File: config.mk
export PLATFORM = sky130hd
export DESIGN_NAME = conv_enc_213_src
export DESIGN_NICKNAME = d
export VERILOG_FILES = /design/src/rtl/conv_enc_213_src.sv
export SDC_FILE = /design/constraint.sdc
export NUM_CORES = 1
export LEC_CHECK = 0
export CORE_ASPECT_RATIO = 0.75
export CORE_MARGIN = 8
export CORE_UTILIZATION = 50
export CTS_CLUSTER_DIAMETER = 30
export CTS_CLUSTER_SIZE = 16
export DETAILED_ROUTE_END_ITERATION = 6
export PLACE_DENSITY = 0.69
export SLEW_MARGIN = 10
export SYNTH_ARGS = -nofsm -noshare
export SYNTH_HDL_FRONTEND = slang
export SYNTH_SLANG_ARGS = --single-unit
File: constraint.sdc
create_clock -name clock -period 2.6 [get_ports clock]
set_input_delay 0.52 -clock clock [delete_from_list [all_inputs] [get_ports clock]]
set_output_delay 0.52 -clock clock [all_outputs]
set_load 0.02 [all_outputs]
File: src/rtl/conv_enc_213_src.sv
// conv_enc_213_src
// Framed (2,1,3) convolutional encoder (g1=1011, g2=1111) and symbol pacer feeding a
// Viterbi decoder. Each frame carries FRAME_LEN information bits followed by 3 zero
// tail bits. Every symbol is held for FIRST_GAP clocks while the decoder trellis
// fills (first FILL_SYMS symbols) and for TB_GAP clocks once tracebacks begin.
//
// Ports:
//   clock      - sole clock, rising edge
//   reset      - synchronous, active-high
//   start      - frame start pulse, honoured only when idle
//   data_in    - information bit
//   data_valid - data_in valid
//   data_ready - block accepts data_in this cycle
//   err_mask   - XORed onto the issued symbol (channel error injection)
//   Rx         - registered encoded symbol {v1,v2}
//   seq_ready  - high while the frame's symbols are presented
//   underrun   - sticky, an info slot found data_valid low
//   frame_done - one-cycle pulse at end of frame
module conv_enc_213_src #(
  parameter int unsigned FRAME_LEN = 20,
  parameter int unsigned FILL_SYMS = 15,
  parameter int unsigned FIRST_GAP = 3,
  parameter int unsigned TB_GAP    = 19
) (
  input  logic       clock,
  input  logic       reset,
  input  logic       start,
  input  logic       data_in,
  input  logic       data_valid,
  output logic       data_ready,
  input  logic [1:0] err_mask,
  output logic [1:0] Rx,
  output logic       seq_ready,
  output logic       underrun,
  output logic       frame_done
);

  typedef enum logic [1:0] {StIdle, StSend, StTail, StEnd} state_e;

  localparam logic [15:0] LastInfo  = 16'(FRAME_LEN - 1);
  localparam logic [15:0] LastSym   = 16'(FRAME_LEN + 2);
  localparam logic [15:0] FillSyms  = 16'(FILL_SYMS);
  localparam logic [15:0] FirstHold = 16'(FIRST_GAP - 1);
  localparam logic [15:0] TbHold    = 16'(TB_GAP - 1);

  state_e      state_q, state_d;
  logic [2:0]  s_q, s_d;
  logic [15:0] sym_cnt_q, sym_cnt_d;
  logic [15:0] hold_cnt_q, hold_cnt_d;
  logic [1:0]  rx_q, rx_d;
  logic        seq_ready_q, seq_ready_d;
  logic        underrun_q, underrun_d;
  logic        frame_done_q, frame_done_d;

  logic slot_free;
  logic issue;
  logic u;
  logic v1, v2;

  assign slot_free = (hold_cnt_q == 16'd0);
  // Tail symbols always encode a zero input bit.
  assign u         = (state_q == StSend) ? data_in : 1'b0;
  assign v1        = u ^ s_q[1] ^ s_q[2];
  assign v2        = u ^ s_q[0] ^ s_q[1] ^ s_q[2];
  assign issue     = slot_free &&
                     (((state_q == StSend) && data_valid) || (state_q == StTail));

  always_comb begin
    state_d      = state_q;
    s_d          = s_q;
    sym_cnt_d    = sym_cnt_q;
    hold_cnt_d   = hold_cnt_q;
    rx_d         = rx_q;
    seq_ready_d  = seq_ready_q;
    underrun_d   = underrun_q;
    frame_done_d = 1'b0;

    if (issue) begin
      // The error mask touches only the channel symbol, never the encoder state.
      rx_d        = {v1, v2} ^ err_mask;
      hold_cnt_d  = (sym_cnt_q < FillSyms) ? FirstHold : TbHold;
      sym_cnt_d   = (sym_cnt_q == LastSym) ? sym_cnt_q : sym_cnt_q + 16'd1;
      s_d         = {s_q[1:0], u};
      seq_ready_d = 1'b1;
    end else if (hold_cnt_q != 16'd0) begin
      hold_cnt_d = hold_cnt_q - 16'd1;
    end

    unique case (state_q)
      StIdle: begin
        // A start coinciding with the frame_done pulse is dropped.
        if (start && !frame_done_q) begin
          state_d    = StSend;
          s_d        = 3'b000;
          sym_cnt_d  = 16'd0;
          hold_cnt_d = 16'd0;
          underrun_d = 1'b0;
        end
      end
      StSend: begin
        if (slot_free && !data_valid) begin
          underrun_d = 1'b1;
        end else if (issue && (sym_cnt_q == LastInfo)) begin
          state_d = StTail;
        end
      end
      StTail: begin
        if (issue && (sym_cnt_q == LastSym)) begin
          state_d = StEnd;
        end
      end
      StEnd: begin
        if (slot_free) begin
          state_d      = StIdle;
          seq_ready_d  = 1'b0;
          frame_done_d = 1'b1;
        end
      end
      default: state_d = StIdle;
    endcase
  end

  always_ff @(posedge clock) begin
    if (reset) begin
      state_q      <= StIdle;
      s_q          <= 3'b000;
      sym_cnt_q    <= 16'd0;
      hold_cnt_q   <= 16'd0;
      rx_q         <= 2'b00;
      seq_ready_q  <= 1'b0;
      underrun_q   <= 1'b0;
      frame_done_q <= 1'b0;
    end else begin
      state_q      <= state_d;
      s_q          <= s_d;
      sym_cnt_q    <= sym_cnt_d;
      hold_cnt_q   <= hold_cnt_d;
      rx_q         <= rx_d;
      seq_ready_q  <= seq_ready_d;
      underrun_q   <= underrun_d;
      frame_done_q <= frame_done_d;
    end
  end

  assign data_ready = (state_q == StSend) && slot_free;
  assign Rx         = rx_q;
  assign seq_ready  = seq_ready_q;
  assign underrun   = underrun_q;
  assign frame_done = frame_done_q;

endmodule

# Word level (Yosys, flattened, before mapping)
# Cells that the tools add are included.
[word_totals]
inputBits = 7
register_bits = 42
output_inout_bits = 6
word_cells = 72
[op_classes]
reduce_logical = 17
addsub = 2
magnitude_cmp = 1
eq_ne = 11
mux = 26
n_bitwise = 7
[ops]
columns = ["operator", "n"]
rows = [
  ["$mux W16", 8],
  ["$eq A16 B5 Y1 const B", 2],
  ["$add A16 B1 Y16 const B", 1],
  ["$logic_not A16 Y1", 1],
  ["$lt A16 B4 Y1 const B", 1],
  ["$reduce_bool A16 Y1", 1],
  ["$sub A16 B1 Y16 const B", 1],
  ["$mux W2", 5],
  ["$mux W3", 3],
  ["$pmux W2 S4", 1],
  ["$logic_and A1 B1 Y1", 7],
  ["$mux W1", 7],
  ["$ne A2 B1 Y1 const B", 3],
  ["$ne A2 B2 Y1 const B", 3],
  ["$mux W5", 1],
  ["$reduce_and A5 Y1", 1],
  ["$xor A1 B1 Y1", 5],
  ["$eq A2 B2 Y1 const B", 2],
  ["$reduce_and A3 Y1", 1],
  ["$eq A2 B1 Y1 const B", 1],
  ["$logic_not A1 Y1", 2],
  ["$logic_not A2 Y1", 1],
  ["$pmux W1 S2", 1],
  ["$reduce_bool A2 Y1", 1],
  ["4 further kinds", 4],
]

# Depth between registers and ports, before layout
# Gate-level depths: netlist of run 1.
[logic_depth]
depth_word = 8
ltp_mapped = 9
mapped_depth_nobuf = 7

# Least setup slack after synthesis of run 1
# No wires, ideal clock.
[synth_path]
kind = "register to register"
start = "register hold_cnt_q[0]"
end = "register sym_cnt_q[12]"
setup_time_ns = 0.059
slack_ns = 0.644
path_stages_with_launch = 10
t_required_ns = 2.541
arrival_ns = 1.896
synth_period_minus_slack_ns = 1.956
path_buffers = 2
path_cell_list = "dfxtp_1 > inv_1 > ha_1 > nor4b_2 > and4_1 > buf_6 > nand4_4 > buf_6 > or4_1 > nand2_1"
[synth_between]
elab_chain_cells = 5
[synth_lines]
columns = ["element", "line_no", "rtl"]
rows = [
  ["start: declaration", "49", "logic [15:0] hold_cnt_q, hold_cnt_d;"],
  ["start signal: assignment", "137", "hold_cnt_q <= hold_cnt_d;"],
  ["$logic_not A16 Y1 (*)", "60", "assign slot_free = (hold_cnt_q == 16'd0);"],
  ["$logic_and A1 B1 Y1 (*)", "65", "assign issue = slot_free &&"],
  ["$mux W16 (*)", "78", "if (issue) begin"],
  ["$mux W16", "92", "if (start && !frame_done_q) begin"],
  ["$mux W16 (*)", "89", "unique case (state_q)"],
  ["end signal: assignment", "136", "sym_cnt_q <= sym_cnt_d;"],
  ["end: declaration", "48", "logic [15:0] sym_cnt_q, sym_cnt_d;"],
]
# Every way passes the cells marked *; elsewhere a longest branch is shown, timed or not.
# A chain may end at the register's enable or synchronous reset.

# Final worst setup path of run 1
[layout_path]
start = "register hold_cnt_q[4]"
end = "register sym_cnt_q[3]"
# Same word-level chain as after synthesis.

==> results of run 1 <==
[worst paths after layout]
path	to
worst max-delay path	sym_cnt_q[3]
worst min-delay path	Rx[0]
worst min register to register	Rx[0]
worst max register to register	sym_cnt_q[3]
[power breakdown]
group | internal (mW) | switching (mW)
sequential | 0.742 | 0.105
clock | 0.307 | 0.215
combinational | 0.486 | 0.633
total | 1.54 | 0.954
[through the flow]
step | utilization | area [µm²] | hold WS [ns] | std cells
finish | 0.576 | 2510 | 0.471 | 326
detailed placement | 0.547 | 2390 | 0.454 | 319
CTS | 0.573 | 2500 | 0.470 | 326
global route | 0.576 | 2510 | 0.497 | 326
global placement | 0.547 | 2390 | 0.447 | 319
floorplan | - | 2220 | 0.445 | 256
[flip-flops by register name, summed over array words and instances, names as in the netlist]
signal / cells
Rx: 2
frame_done: 1
hold_cnt_q: 16
s_q: 3
seq_ready: 1
state_q: 2
sym_cnt_q: 16
underrun: 1
[critical path: stages (launching register included)]
cell	delay [ns]
dfxtp_1	0.37
nor4_4	0.42
and4_1	0.51
nand3_1	0.28
or3_1	0.40
a21oi_1	0.14
[kinds of logic (layout without fill, tap and decap cells)]
logic type / after synthesis / count (layout) / share of synthesized area
compound gates: 32 / 32 / 0.0868
simple gates: 129 / 129 / 0.343
xor+xnor: 24 / 24 / 0.0946
buf+inv: 18 / 31 / 0.0383
flops: 42 / 42 / 0.379
fa+ha+maj: 8 / 8 / 0.0451
mux: 3 / 3 / 0.0135
[layout by cell type (no fill, tap or decap), types with 2 or more instances in the layout]
cell type | Yosys | layout
dfxtp_1 | 42 | 42
buf_4 | 0 | 4
o21ai_0 | 7 | 7
or4_1 | 3 | 3
nor3_1 | 6 | 6
mux2i_1 | 3 | 3
clkdlybuf4s50_1 | 0 | 11
and3_1 | 4 | 4
xor2_1 | 12 | 12
a21oi_1 | 16 | 16
clkbuf_8 | 0 | 6
nand4_1 | 12 | 12
and4_1 | 2 | 2
or3_1 | 5 | 5
xnor2_1 | 12 | 12
ha_1 | 8 | 8
nor4_2 | 2 | 2
nand2_1 | 21 | 21
nand4b_1 | 4 | 4
nor2b_1 | 2 | 2
and4b_1 | 2 | 2
inv_1 | 8 | 8
nor4_4 | 2 | 2
nand2b_1 | 7 | 7
nor2_1 | 29 | 29
nor4_1 | 3 | 3
nand3_1 | 12 | 12
or2_2 | 4 | 4
nand3b_1 | 3 | 3
[layout make-up]
type                       count  area (µm²)
multi-input combinational    196        1300
tap                           57        71.3
sequential                    42         841
fill                         413        1850
inverter                       8        30.0
timing repair buffer          16         153
clock inverter                 1        30.0
clock buffer                   6        82.6
[layer usage]
metal  part of all wire  wire length [µm]  up-vias
met5                  0                 0        -
met4             0.0030                13        0
met3              0.042               183        2
met2               0.39              1730       27
met1               0.56              2450      810
li1                   -                 -      929
==> flow_metrics.py, run 1 <==
metrics = {
    "placed_design": {
        "io_buffers": 12,
        "gp_congestion": 0.779,
        "pre_cts_ws_ns": 0.367,
        "dp_hpwl_mm": 3.21,
    },
    "global_route": {
        "busiest_layer": "met1",
        "gr-total-overflow": 0,
        "grtUsageMet1": 0.207,
        "antenna_found_initial": 0,
        "grt_first_pass_wirelength_mm": 7.81,
        "grt_max_degree": 20,
        "grt.met2_usage": 0.189,
        "grt_usage": 0.140,
        "grtUsageMet3": 0.0500,
        "grt_pass1_vias": 1646,
    },
    "yosys": {
        "synthArstFlopShare": 0,
        "synth.most_common_cell": "dfxtp_1",
        "synth_edf_count": 0,
        "synth_top_area_share": 0.379,
        "postSynthCellCount": 256,
        "synthTopCellsByCount": "dfxtp_1, nor2_1, nand2_1",
        "synth_area_mm2": 0.00222,
        "yosys.area.top_type": "dfxtp_1",
        "yosysWarnings": 0,
        "avgSynthCellArea_um2": 8.68,
        "synthFlopType": "dfxtp_1",
        "synthTopCellsByArea": "dfxtp_1, nor2_1, xnor2_1",
        "syn_nets": 271,
        "ys_ff_latch": 42,
        "ys_seq_area_frac": 0.379,
        "ys_types": 44,
    },
    "floorplanning": {
        "die_y_um": 73.7,
        "rows": 21,
        "start_util": 0.509,
        "die_w_um": 93.0,
        "ios": 13,
        "fp.coreArea_mm2": 0.00436,
        "die_area_mm2": 0.00685,
    },
    "critical_path": {
        "regToRegSetupSlack_ns": 0.39,
        "r2r-start": "hold_cnt_q[4]",
        "r2r.worst_path.cells": 5,
        "cp_max_fo": 9,
        "worstSetupPathType": "flip-flop to flip-flop",
        "worstPathRequired_ns": 2.81,
        "critPathLaunch": "hold_cnt_q[4]",
        "arrival_ns": 2.43,
        "end_kind": "flip-flop",
        "critPathLaunchType": "flip-flop",
    },
    "sta": {
        "finalSetupViolations": 0,
        "setup_slack_ns": 0.389,
        "rsz0062_at_grt": "no",
        "hold_viol_final": 0,
        "skew_ns": 0.00858,
        "worstMarginPinSlew_ns": 0.555,
        "fin_setup_tns_ns": 0,
        "drv_slew": 0,
        "fin_crit_sh": 0.850,
        "fmax_ghz": 0.452,
        "layout_min_cycle_time_ns": 2.21,
        "slew_headroom": 0.627,
    },
    "power_and_ir_drop": {
        "power_density_mw_per_mm2": 991,
        "power_mw": 2.49,
        "leakage_nw": 0.921,
        "irDropWorstVdd_v": 0.000610,
    },
    "hold_path": {
        "whs_path_depth": 2,
        "hold_path.class": "flip-flop to flip-flop",
        "hp-start": "Rx[0]",
    },
    "job": {
        "max_cap_violations": 0,
    },
    "clock_tree": {
        "htree_levels": 2,
        "ctsRootBufferMaster": "clkbuf_8",
        "clkLatencyLatePin_ns": 0.29,
        "cts_hold_buf": 0,
        "path_clk_slew_ns": 0.08,
        "cts_resized": 0,
        "cts.path.max_buffers": 2,
        "cts_setup_buffers": 0,
        "cts_made_buffers": 5,
        "numClockSinks": 42,
        "cts_tree": "done",
    },
    "layout": {
        "diodes": 0,
        "nNetsFinal": 284,
        "syn_to_final_growth_pct": 13.1,
        "drive_gt1_frac": 0.0892,
    },
    "run_status": {
        "status": "finished clean",
    },
    "route": {
        "num_vias": 1768,
        "first_pass_iters": 4,
        "drt_iter0_markers": 112,
        "route.detailed.drc": 0,
        "vias_per_cell": 5.42,
        "finalWirelength_mm": 4.38,
        "wl_per_cell_um": 13.4,
        "drtAntennaViolNets": 0,
    },
}
(Power assumes the default switching activity.)
==> inputs of run 2 (changes only) <==
--- a/config.mk
+++ b/config.mk
@@ -8,7 +8,7 @@
 export CORE_ASPECT_RATIO = 0.75
 export CORE_MARGIN = 8
 export CORE_UTILIZATION = 50
-export CTS_CLUSTER_DIAMETER = 30
+export CTS_CLUSTER_DIAMETER = 200
 export CTS_CLUSTER_SIZE = 16
 export DETAILED_ROUTE_END_ITERATION = 6
 export PLACE_DENSITY = 0.69
==> results of run 2 <==
Final layout, timing and power as in run 1 (identical DEF).
